[src/rtl/mp_add_pkg.sv]
// Shared types for the multi-precision adder sequencer.
// Latency: n/a (types and elaboration-time helpers only).
// Backpressure: n/a.
package mp_add_pkg;

  typedef enum logic [1:0] {
    IDLE = 2'd0,
    RUN  = 2'd1,
    DONE = 2'd2
  } state_t;

  // Word counter width; a single-word operand still needs a 1-bit counter.
  function automatic int cnt_width(input int k);
    return (k > 1) ? $clog2(k) : 1;
  endfunction

endpackage

[src/rtl/n_adder.sv]
// Shared N-bit ripple word adder with carry-in and carry-out.
// Latency: combinational.
// Backpressure: none.
// Ports: a, b (N-bit words), ci (carry in) -> s (N-bit word sum), co (carry out).
module n_adder #(
  parameter int N = 8
) (
  input  logic [N-1:0] a,
  input  logic [N-1:0] b,
  input  logic         ci,
  output logic [N-1:0] s,
  output logic         co
);

  assign {co, s} = {1'b0, a} + {1'b0, b} + {{N{1'b0}}, ci};

endmodule

[src/rtl/mp_add_seq.sv]
// Multi-precision adder: W=N*K-bit a+b+ci using one N-bit adder, one word per cycle, LSW first.
// Latency: handshake in cycle 0, word i added in cycle i+1, out_valid from cycle K+1; one result per K+2 cycles.
// Backpressure: result held in DONE until out_ready; no new request is accepted until back in IDLE.
// Ports: clk/rstn; in_valid/in_ready with a, b, ci; out_valid/out_ready with sum, co, ovf; busy in RUN or DONE.
module mp_add_seq
  import mp_add_pkg::*;
#(
  parameter int N = 8,
  parameter int K = 4
) (
  input  logic           clk,
  input  logic           rstn,
  input  logic           in_valid,
  output logic           in_ready,
  input  logic [N*K-1:0] a,
  input  logic [N*K-1:0] b,
  input  logic           ci,
  output logic           out_valid,
  input  logic           out_ready,
  output logic [N*K-1:0] sum,
  output logic           co,
  output logic           ovf,
  output logic           busy
);

  localparam int              W    = N * K;
  localparam int              CW   = cnt_width(K);
  localparam logic [CW-1:0]   LAST = CW'(K - 1);

  state_t          state, state_nx;
  logic [W-1:0]    a_q, b_q;
  logic [CW-1:0]   cnt;
  logic            carry_q;

  logic [N-1:0]    a_w, b_w, s_w;
  logic            c_w;
  logic            last;

  // Current word of each captured operand, selected by the word counter.
  assign a_w  = a_q[int'(cnt) * N +: N];
  assign b_w  = b_q[int'(cnt) * N +: N];
  assign last = (cnt == LAST);

  n_adder #(.N(N)) u_word_add (
    .a  (a_w),
    .b  (b_w),
    .ci (carry_q),
    .s  (s_w),
    .co (c_w)
  );

  always_ff @(posedge clk or negedge rstn) begin
    if (!rstn) begin
      state <= IDLE;
    end else begin
      state <= state_nx;
    end
  end

  always_comb begin
    state_nx  = state;
    in_ready  = 1'b0;
    out_valid = 1'b0;
    busy      = 1'b0;
    case (state)
      IDLE: begin
        in_ready = 1'b1;
        if (in_valid) state_nx = RUN;
      end
      RUN: begin
        busy = 1'b1;
        if (last) state_nx = DONE;
      end
      DONE: begin
        busy      = 1'b1;
        out_valid = 1'b1;
        if (out_ready) state_nx = IDLE;
      end
      default: state_nx = IDLE;
    endcase
  end

  always_ff @(posedge clk or negedge rstn) begin
    if (!rstn) begin
      a_q     <= '0;
      b_q     <= '0;
      cnt     <= '0;
      carry_q <= 1'b0;
      sum     <= '0;
      co      <= 1'b0;
      ovf     <= 1'b0;
    end else begin
      case (state)
        IDLE: begin
          if (in_valid) begin
            a_q     <= a;
            b_q     <= b;
            cnt     <= '0;
            carry_q <= ci;
          end
        end
        RUN: begin
          sum[int'(cnt) * N +: N] <= s_w;
          carry_q                 <= c_w;
          if (last) begin
            // Park the counter in range so the word selects never index past W.
            cnt <= '0;
            co  <= c_w;
            // Signed overflow: like-signed operands giving a result of the other sign.
            ovf <= (a_w[N-1] == b_w[N-1]) && (s_w[N-1] != a_w[N-1]);
          end else begin
            cnt <= cnt + CW'(1);
          end
        end
        default: ;
      endcase
    end
  end

endmodule

[config.mk]
export PLATFORM = sky130hd
export DESIGN_NAME = mp_add_seq
export DESIGN_NICKNAME = d
export VERILOG_FILES = /design/src/rtl/mp_add_pkg.sv /design/src/rtl/n_adder.sv /design/src/rtl/mp_add_seq.sv
export SDC_FILE = /design/constraint.sdc
export NUM_CORES = 1
export LEC_CHECK = 0
export ABC_AREA = 1
export BUFFER_PORTS_ARGS = -buffer_cell sky130_fd_sc_hd__buf_2
export CELL_PAD_IN_SITES_DETAIL_PLACEMENT = 0
export CELL_PAD_IN_SITES_GLOBAL_PLACEMENT = 2
export CORE_MARGIN = 2
export CORE_UTILIZATION = 31
export DETAILED_ROUTE_END_ITERATION = 6
export GPL_TIMING_DRIVEN = 0
export PLACE_DENSITY = 0.89
export SLEW_MARGIN = 20
export SYNTH_ARGS = -nofsm -noshare
export SYNTH_HDL_FRONTEND = slang
export SYNTH_SLANG_ARGS = --single-unit
[constraint.sdc]
create_clock -name clk -period 3.7 [get_ports clk]
set_clock_uncertainty 0.1 [all_clocks]
set_input_delay 0.555 -clock clk [delete_from_list [all_inputs] [get_ports clk]]
set_output_delay 0.555 -clock clk [all_outputs]
set_load 0.05 [all_outputs]
==> results of run 1 <==
## logic make-up (layout without fill, tap and decap cells)
| kind of cell | after synthesis | after routing | synth area share (%) |
|---|---|---|---|
| AOI/OAI and AO/OA | 69 | 69 | 7.88 |
| xor gates and xnor gates | 3 | 3 | 0.684 |
| DFF | 103 | 103 | 52.2 |
| adders and majority gates | 18 | 18 | 4.86 |
| and+or+nand+nor | 364 | 364 | 29.6 |
| buffers and inverters | 57 | 176 | 4.84 |
## flip-flops by register name, summed over array words and instances, names as in the netlist
register and cells:
state 2, a_q 32, b_q 32, cnt 2, ovf 1, sum 32, carry_q 1, co 1
## metal layers
metal / GRT usage [%] / up-vias / part of all wire, %
li1: - / 2178 / -
met1: 23.0 / 2026 / 46
met2: 28.5 / 117 / 47
met3: 3.36 / 11 / 5.3
met4: 3.80 / 0 / 0.92
met5: 0 / - / 0
## worst max-delay path: cells and delay by family (launching register included)
family	cells	cell delay, ps
AOI/OAI and AO/OA	2	430
buffers and inverters	3	630
and+or+nand+nor	5	580
DFF	1	400
adders and majority gates	2	850
xor gates and xnor gates	1	240
## final cells by class
class	instances	area (um^2)
multi-input combinational	454	2120
clock inverter	4	48.8
sequential	103	2580
tap	216	270
buffer	25	119
fill	1665	9670
clock buffer	9	225
inverter	32	120
timing repair buffer	106	559
## where the power goes
group	total [mW]	internal (mW)	switching (mW)	leakage [nW]
combinational	3.01	0.935	2.08	1.91
sequential	1.86	1.57	0.289	1.32
clock	0.926	0.514	0.413	0.137
## final timing paths
check | startpoint | end | slack (ps) | depth (start not counted)
max | cnt[0] | sum[28] | 390 | 13
min | rstn | sum[25] | 30 | 1
max reg2reg | cnt[0] | sum[28] | 390 | 13
min reg2reg | sum[13] | sum[13] | 380 | 2
max in group asynchronous | rstn | state[1] | 2830 | 2
min in group clk | b[3] | b_q[3] | 300 | 3
## layout by cell type (no fill, tap or decap), types with 3 or more instances in the layout
master	netlist	final
nor2_1	37	37
inv_1	29	29
ha_1	16	16
clkbuf_16	0	9
o22ai_1	15	15
nand4_1	9	9
o21ai_0	43	43
a21oi_1	3	3
dfrtp_1	103	103
buf_2	17	121
nand2_1	291	291
nand2_2	3	3
clkbuf_1	7	7
nand3_1	16	16
## metrics by stage
step / utilization (%) / hold slack (ps) / setup slack, ps / instances / power [mW]
floorplan: - / 159 / 1030 / 614 / 4.00
global placement: 36.5 / 359 / 481 / 935 / 4.84
detailed placement: 36.7 / 362 / 419 / 936 / 4.89
CTS: 38.5 / 35.6 / 397 / 949 / 5.84
global route: 38.5 / 57.3 / 224 / 949 / 6.26
finish: 38.5 / 28.8 / 386 / 949 / 5.80
==> impl_metrics.env, run 1 <==
export IMPL_antenna_diode_count=0
export IMPL_path_common_cell="nand2_1"
export IMPL_period_needed_ps=3310
export IMPL_yosys_warnings=0
export IMPL_grt_max_degree=61
export IMPL_max_freq_ghz=0.302
export IMPL_slew_viol_final=0
export IMPL_cp_data_arrival_time_ps=3500
export IMPL_synthMostInstantiatedCell="nand2_1"
export IMPL_place_hpwl_mm=10.7
export IMPL_synthArstFlopShare_pct=100
export IMPL_cpPeakStageDelay_ps=430
export IMPL_hold_path_class="input pin to asynchronous set/reset pin"
export IMPL_slowest_stage="fa_1"
export IMPL_crit_path_start_kind="flop"
export IMPL_port_buffer_count=105
export IMPL_worst_pin_slew_ps=480
export IMPL_syn_num_nets=701
export IMPL_synth_top_area_cell="dfrtp_1"
export IMPL_groute_usage_overall_pct=17.1
export IMPL_fp_dieH_um=130
export IMPL_clk_latency_ps=350
export IMPL_hold_violations=0
export IMPL_cp_data_required_time_ps=3880
export IMPL_end_kind="flop"
export IMPL_cts_hold_buf=0
export IMPL_power_per_cell_area_nw_per_um2=960
export IMPL_grt_pass1_vias=4381
export IMPL_cts_buffers=9
export IMPL_path_cells="buf_2 > inv_2 > clkbuf_1 > o21ai_0 > o22ai_1 > fa_1 > fa_1 > nand2_1 > nand2_1 > and2_2 > xor2_2 > nand4_1 > nand2_1"
export IMPL_setup_violations=0
export IMPL_cts_tree="yes"
export IMPL_maxCapViolations=0
export IMPL_rsz0062_at_grt="false"
export IMPL_final_area_um2=6040
export IMPL_grt_overflow=0
export IMPL_clk_pin_slew_ps=70
export IMPL_post_route_cells_drive_above_1_share_pct=20.5
export IMPL_fp_dieW_um=130
export IMPL_slew_limit_headroom_pct=68.0
export IMPL_outcome="finished, final reports clean"
export IMPL_rows=46
export IMPL_ys_seq_area_share_pct=52.2
export IMPL_root_buffer="clkbuf_16"
export IMPL_netlist_area_um2=4940
export IMPL_core_um2=15700
export IMPL_avgSynthCellArea_um2=8.05
export IMPL_cp_max_fo=10
export IMPL_clk_path_buf_depth=2
export IMPL_final_antenna_net_count=0
export IMPL_num_nets_final=818
export IMPL_htree_levels=3
export IMPL_first_pass_iters=5
export IMPL_ys_ff_latch=103
export IMPL_setup_tns_ps=0
export IMPL_drtIter0Drc=229
export IMPL_synth_edf_count=0
export IMPL_dpl_instance_area_um2=5770
export IMPL_routed_wl_mm=13.8
export IMPL_drcViolationCount=0
export IMPL_boundaryPins=106
export IMPL_critPathKind="flop to flop"
export IMPL_cts_sinks=103
export IMPL_fin_crit_sh_pct=89.6
export IMPL_netlist_top_cells_area="dfrtp_1 52%, nand2_1 22%, o21ai_0 4.4%"
export IMPL_ys_top_cells_by_count="291 x nand2_1, 103 x dfrtp_1, 43 x o21ai_0"
export IMPL_place_congestion=0.845
export IMPL_wl_per_cell_um=14.6
export IMPL_vias=4332
export IMPL_drt_vias_per_instance=4.56
export IMPL_synth_ff_type="dfrtp_1"
export IMPL_grt_pass1_wl_mm=22.3
export IMPL_yosys_area_top_type_share_pct=52.2
export IMPL_fp_dieArea_um2=17000
export IMPL_area_delta_synth_final_pct=22.3
export IMPL_grt_antenna_before_repair=0
export IMPL_peakVddDrop_uv=460
export IMPL_post_cts_buffers=0
export IMPL_start_util_pct=31.4
export IMPL_syn_inst=614
export IMPL_cts_resized=0
export IMPL_synth_cell_types=33
export IMPL_leakagePower_nw=3.37
Power figures use the tool's default switching activity.
==> run 2, diff against run 1 <==
Settings changed: CORE_UTILIZATION 31 to 28, PLACE_DENSITY 0.89 to 0.85.
Clock period 3.7 ns to 2.7 ns, I/O delays scaled along.
==> run 2 against run 1 <==
Sequential share of layout area decreased by 2.5 points. Combinational power increased by 55%. Register-to-register slack worse by 350 ps. First-iteration DRC count decreased by 26%. Power grew 50%. Flip-flop and latch count is the same. Clock power is 57% higher.
==> impl_metrics.env, run 2 (same netlist as run 1, synthesis figures left out) <==
export IMPL_grt_util_met1_pct=22.4
export IMPL_fp_dieArea_um2=18700
export IMPL_rsz0062_at_grt="true"
export IMPL_reg2reg_depth=16
export IMPL_path_cells="buf_6 > clkinv_8 > buf_12 > o21ai_4 > o22ai_4 > fa_2 > fa_2 > nand2_2 > nand2_2 > nand3_2 > nand2_2 > nand2_2 > nand3_2 > nor2_2 > nand2_1 > nand2_1"
export IMPL_core_um2=17300
export IMPL_crit_cells=16
export IMPL_crit_family="adder cells"
export IMPL_layout_commonest_cell="nand2_1"
export IMPL_first_pass_iters=4
export IMPL_clk_path_buf_depth=2
export IMPL_root_buffer="clkbuf_16"
export IMPL_boundaryPins=106
export IMPL_crit_path_start_kind="flop"
export IMPL_num_nets_final=830
export IMPL_cp_data_arrival_time_ps=2860
export IMPL_grt_overflow=0
export IMPL_clk_pin_slew_ps=70
export IMPL_setup_violations=0
export IMPL_vias=4299
export IMPL_hold_violations=0
export IMPL_max_freq_ghz=0.376
export IMPL_cts_tree="yes"
export IMPL_maxCapViolations=0
export IMPL_cp_max_fo=7
export IMPL_global_route_usage_met3_pct=3.41
export IMPL_antenna_diode_count=0
export IMPL_grt_antenna_before_repair=0
export IMPL_post_route_cells_drive_above_1_share_pct=25.9
export IMPL_cp_data_required_time_ps=2900
export IMPL_layout_common_cells="286 x nand2_1, 116 x buf_2, 102 x dfrtp_1"
export IMPL_total_power_mw=8.70
export IMPL_drcViolationCount=0
export IMPL_wl_per_cell_um=14.8
export IMPL_outcome="finished, final reports clean"
export IMPL_slew_limit_headroom_pct=66.4
export IMPL_grt_busiest_layer="met2"
export IMPL_leakagePower_nw=3.50
export IMPL_rows=48
export IMPL_port_buffer_count=105
export IMPL_cpPeakStageDelay_ps=420
export IMPL_grt_max_degree=53
export IMPL_fp_dieW_um=137
export IMPL_crit_buf_inv=3
export IMPL_area_delta_synth_final_pct=30.1
export IMPL_period_needed_ps=2660
export IMPL_place_congestion=0.794
export IMPL_path_common_cell="nand2_2"
export IMPL_power_per_cell_area_nw_per_um2=1350
export IMPL_dp_slack_ps=-609
export IMPL_drt_vias_per_instance=4.42
export IMPL_clk_latency_ps=360
export IMPL_cts_buffers=9
export IMPL_start_util_pct=28.6
export IMPL_htree_levels=3
export IMPL_fillers=1910
export IMPL_hold_depth=3
export IMPL_top_regs="a_q x32, b_q x32, sum x32"
export IMPL_place_hpwl_mm=10.8
export IMPL_slew_viol_final=0
export IMPL_critPathKind="flop to flop"
export IMPL_final_util_pct=37.2
export IMPL_cts_sinks=103
export IMPL_fp_dieH_um=137
export IMPL_final_antenna_net_count=0
export IMPL_peakVddDrop_uv=514
export IMPL_finalWorstSetupSlack_ps=37.0
export IMPL_slowest_stage="fa_2"
export IMPL_grt_pass1_wl_mm=23.0
export IMPL_hold_path_class="input pin to flop"
export IMPL_groute_usage_overall_pct=16.4
export IMPL_end_kind="flop"
export IMPL_routed_wl_mm=14.4
export IMPL_fin_crit_sh_pct=98.6
export IMPL_use_met2_pct=26.3
export IMPL_worst_pin_slew_ps=505
export IMPL_whs_ps=130
export IMPL_grt_pass1_vias=4346
export IMPL_drtIter0Drc=169
## run 2: worst reg2reg max path: cells and delay by family (launching register included)
kind                     cells  cell delay [ps]
flip-flops                   1              380
AND/OR/NAND/NOR              9              680
adder cells (fa/ha/maj)      2              810
buffers and inverters        3              380
AO/OA/AOI/OAI                2              250
## run 2: worst paths after layout
kind	start	endpoint	slack (ps)
worst max-delay path	cnt[0]	sum[30]	40
worst min-delay path	a[12]	a_q[12]	130
max in group asynchronous	rstn	cnt[1]	1400
min in group asynchronous	rstn	sum[8]	460
worst max register to register	cnt[0]	sum[30]	40
worst min register to register	sum[30]	sum[30]	370
## run 2: power by group
part           switching, mW  internal (mW)
Combinational           3.08           1.59
Sequential             0.423           2.15
Clock                  0.627          0.826
Total                   4.13           4.57
## run 2: per-layer routing
layer	up-vias	share of wire, %	wire, um
met1	1973	49	7040
met4	0	1.3	191
met5	-	0	0
met2	107	46	6560
li1	2206	-	-
met3	13	4.3	620
## run 2: what timing repair did
item | CTS | global route
endpoints found under the setup margin | 34 | 18
resized for setup | 31 | 36
pin swaps | 3 | 9
setup buffers | 7 | 5
hold endpoints to repair | 51 | 0
hold buffers | 1 | 0
## run 2: layout make-up
class | count | area, um^2 | area share (%)
clock inverters | 7 | 105 | 1.63
inverters | 32 | 136 | 2.12
multi-input cells | 454 | 2270 | 35.3
plain buffers | 24 | 171 | 2.67
well taps | 225 | 282 | 4.38
flip-flops and latches | 103 | 2580 | 40.1
repair buffers | 119 | 659 | 10.3
clock buffers | 9 | 225 | 3.50
## run 2: stage by stage
step	std cells	instance area, um^2	TNS, ps
after detailed placement	945	5780	-10190
after floorplan	614	4940	0
after CTS	969	6260	0
final	973	6430	0
after global placement	944	5750	-16260
after global routing	973	6430	-681
==> run 3, diff against run 2 <==
Settings changed: REMOVE_ABC_BUFFERS from default to 1.
==> run 3 against run 2 <==
Die area did not move. Via count barely moved. Power fell by 2.4%. Routed wire length fell by 5.6%. Largest power group unchanged. Register-to-register slack barely moved. Fmax rose by 0.32%. Sequential share of layout area rose by 0.93 points. Final area fell by 2.0%. Largest cell class unchanged. Critical path type unchanged.
==> impl_metrics.env, run 3 (same netlist as run 1, synthesis figures left out) <==
export IMPL_outcome="finished, final reports clean"
export IMPL_worst_pin_slew_ps=707
export IMPL_slew_viol_final=0
export IMPL_fp_dieW_um=137
export IMPL_fillers=1849
export IMPL_wl_met3_um=722
export IMPL_wl_per_cell_um=14.2
export IMPL_whs_ps=140
export IMPL_vias=4295
export IMPL_fp_dieArea_um2=18700
export IMPL_antenna_diode_count=0
export IMPL_end_kind="flop"
export IMPL_total_power_mw=8.49
export IMPL_port_buffer_count=105
export IMPL_top_layer_used="met4"
export IMPL_boundaryPins=106
export IMPL_drcViolationCount=0
export IMPL_start_util_pct=28.6
export IMPL_grt_antenna_before_repair=0
export IMPL_cts_buffers=9
export IMPL_clk_latency_ps=350
export IMPL_cp_data_required_time_ps=2900
export IMPL_clk_pin_slew_ps=70
export IMPL_cts_sinks=103
export IMPL_power_per_cell_area_nw_per_um2=1350
export IMPL_core_um2=17300
export IMPL_crit_buf_inv=1
export IMPL_path_common_cell="nand2_1"
export IMPL_grt_max_degree=67
export IMPL_final_antenna_net_count=0
export IMPL_place_congestion=0.790
export IMPL_layout_common_cells="287 x nand2_1, 104 x buf_2, 101 x dfrtp_1"
export IMPL_rows=48
export IMPL_num_nets_final=813
export IMPL_cp_data_arrival_time_ps=2850
export IMPL_wl_met2_mm=5.83
export IMPL_root_buffer="clkbuf_16"
export IMPL_rsz0062_at_grt="true"
export IMPL_first_pass_iters=4
export IMPL_cp_max_fo=6
export IMPL_drtIter0Drc=204
export IMPL_post_route_cells_drive_above_1_share_pct=23.5
export IMPL_cpPeakStageDelay_ps=560
export IMPL_final_area_um2=6300
export IMPL_grt_overflow=0
export IMPL_area_delta_synth_final_pct=27.5
export IMPL_fin_crit_sh_pct=98.3
export IMPL_leakagePower_nw=3.44
export IMPL_setup_tns_ps=0
export IMPL_dpl_instance_area_um2=5700
export IMPL_hold_violations=0
export IMPL_setup_violations=0
export IMPL_htree_levels=3
export IMPL_critPathKind="flop to flop"
export IMPL_slowest_stage="dfrtp_4"
export IMPL_period_needed_ps=2650
export IMPL_slew_limit_headroom_pct=52.9
export IMPL_groute_usage_overall_pct=15.6
export IMPL_path_cells="buf_16 > o21ai_4 > o22ai_2 > fa_2 > fa_2 > nand2_1 > nand2_2 > nand3_2 > nand2_1 > nand2_2 > nand3_4 > nor2_4 > nand2_1 > nand2_1"
export IMPL_grt_pass1_vias=4215
export IMPL_crit_path_start_kind="flop"
export IMPL_maxCapViolations=0
export IMPL_top_regs="a_q x32, b_q x32, sum x32"
export IMPL_fp_dieH_um=137
export IMPL_layout_commonest_cell="nand2_1"
export IMPL_place_hpwl_mm=8.96
export IMPL_hold_path_class="input pin to flop"
export IMPL_clk_path_buf_depth=2
export IMPL_max_freq_ghz=0.377
export IMPL_grt_pass1_wl_mm=22.2
export IMPL_crit_family="adder cells"
export IMPL_drt_vias_per_instance=4.49
export IMPL_cts_tree="yes"
export IMPL_routed_wl_mm=13.6
export IMPL_peakVddDrop_uv=649
export IMPL_met1_length_mm=6.71
-- run 3: worst min-delay path: stages --
cell and delay, ps:
buf_2 70, nand2_1 40, nand2_1 40
-- run 3: path summary, 6_finish.rpt --
check / from / to / slack (ps) / cells past startpoint
worst min-delay path: a[7] / a_q[7] / 140 / 3
max in group asynchronous: rstn / b_q[9] / 1430 / 3
worst max-delay path: cnt[0] / sum[14] / 50 / 14
worst max register to register: cnt[0] / sum[14] / 50 / 14
min in group asynchronous: rstn / a_q[30] / 440 / 2
worst min register to register: b_q[17] / b_q[17] / 370 / 2
-- run 3: metrics by stage --
step / setup slack (ps) / std cells / util [%]
floorplan: -704 / 589 / -
global placement: -1820 / 919 / 32.5
detailed placement: -1020 / 921 / 32.9
CTS: 9.40 / 951 / 35.9
global route: -91.4 / 956 / 36.4
finish: 45.5 / 956 / 36.4
-- run 3: layout make-up --
type	count	area, um^2	area share (%)
inverter	32	134	2.13
multi-input combinational	454	2220	35.2
timing repair inverter	1	7.51	0.119
timing repair buffer	125	753	12.0
clock buffer	13	270	4.29
clock inverter	3	47.5	0.755
tap	225	282	4.47
sequential	103	2580	41.0
-- run 3: report_power, final --
group | switching, mW | total [mW] | internal [mW]
sequential | 0.357 | 2.51 | 2.16
combinational | 3.03 | 4.59 | 1.56
clock | 0.586 | 1.39 | 0.802
total | 3.97 | 8.49 | 4.52
-- run 3: per-layer routing --
metal	global-route usage, %	vias to the layer above
li1	-	2176
met1	21.9	1985
met2	23.0	110
met3	4.41	24
met4	5.38	0
met5	0	-
-- run 3: repair_timing --
item / CTS / global route
endpoints found under the hold margin: 45 / 0
pin swaps: 3 / 6
hold buffers: 1 / 0
resized for setup: 17 / 18
gates cloned: 2 / 0
endpoints found under the setup margin: 35 / 85
buffers inserted: 11 / 5
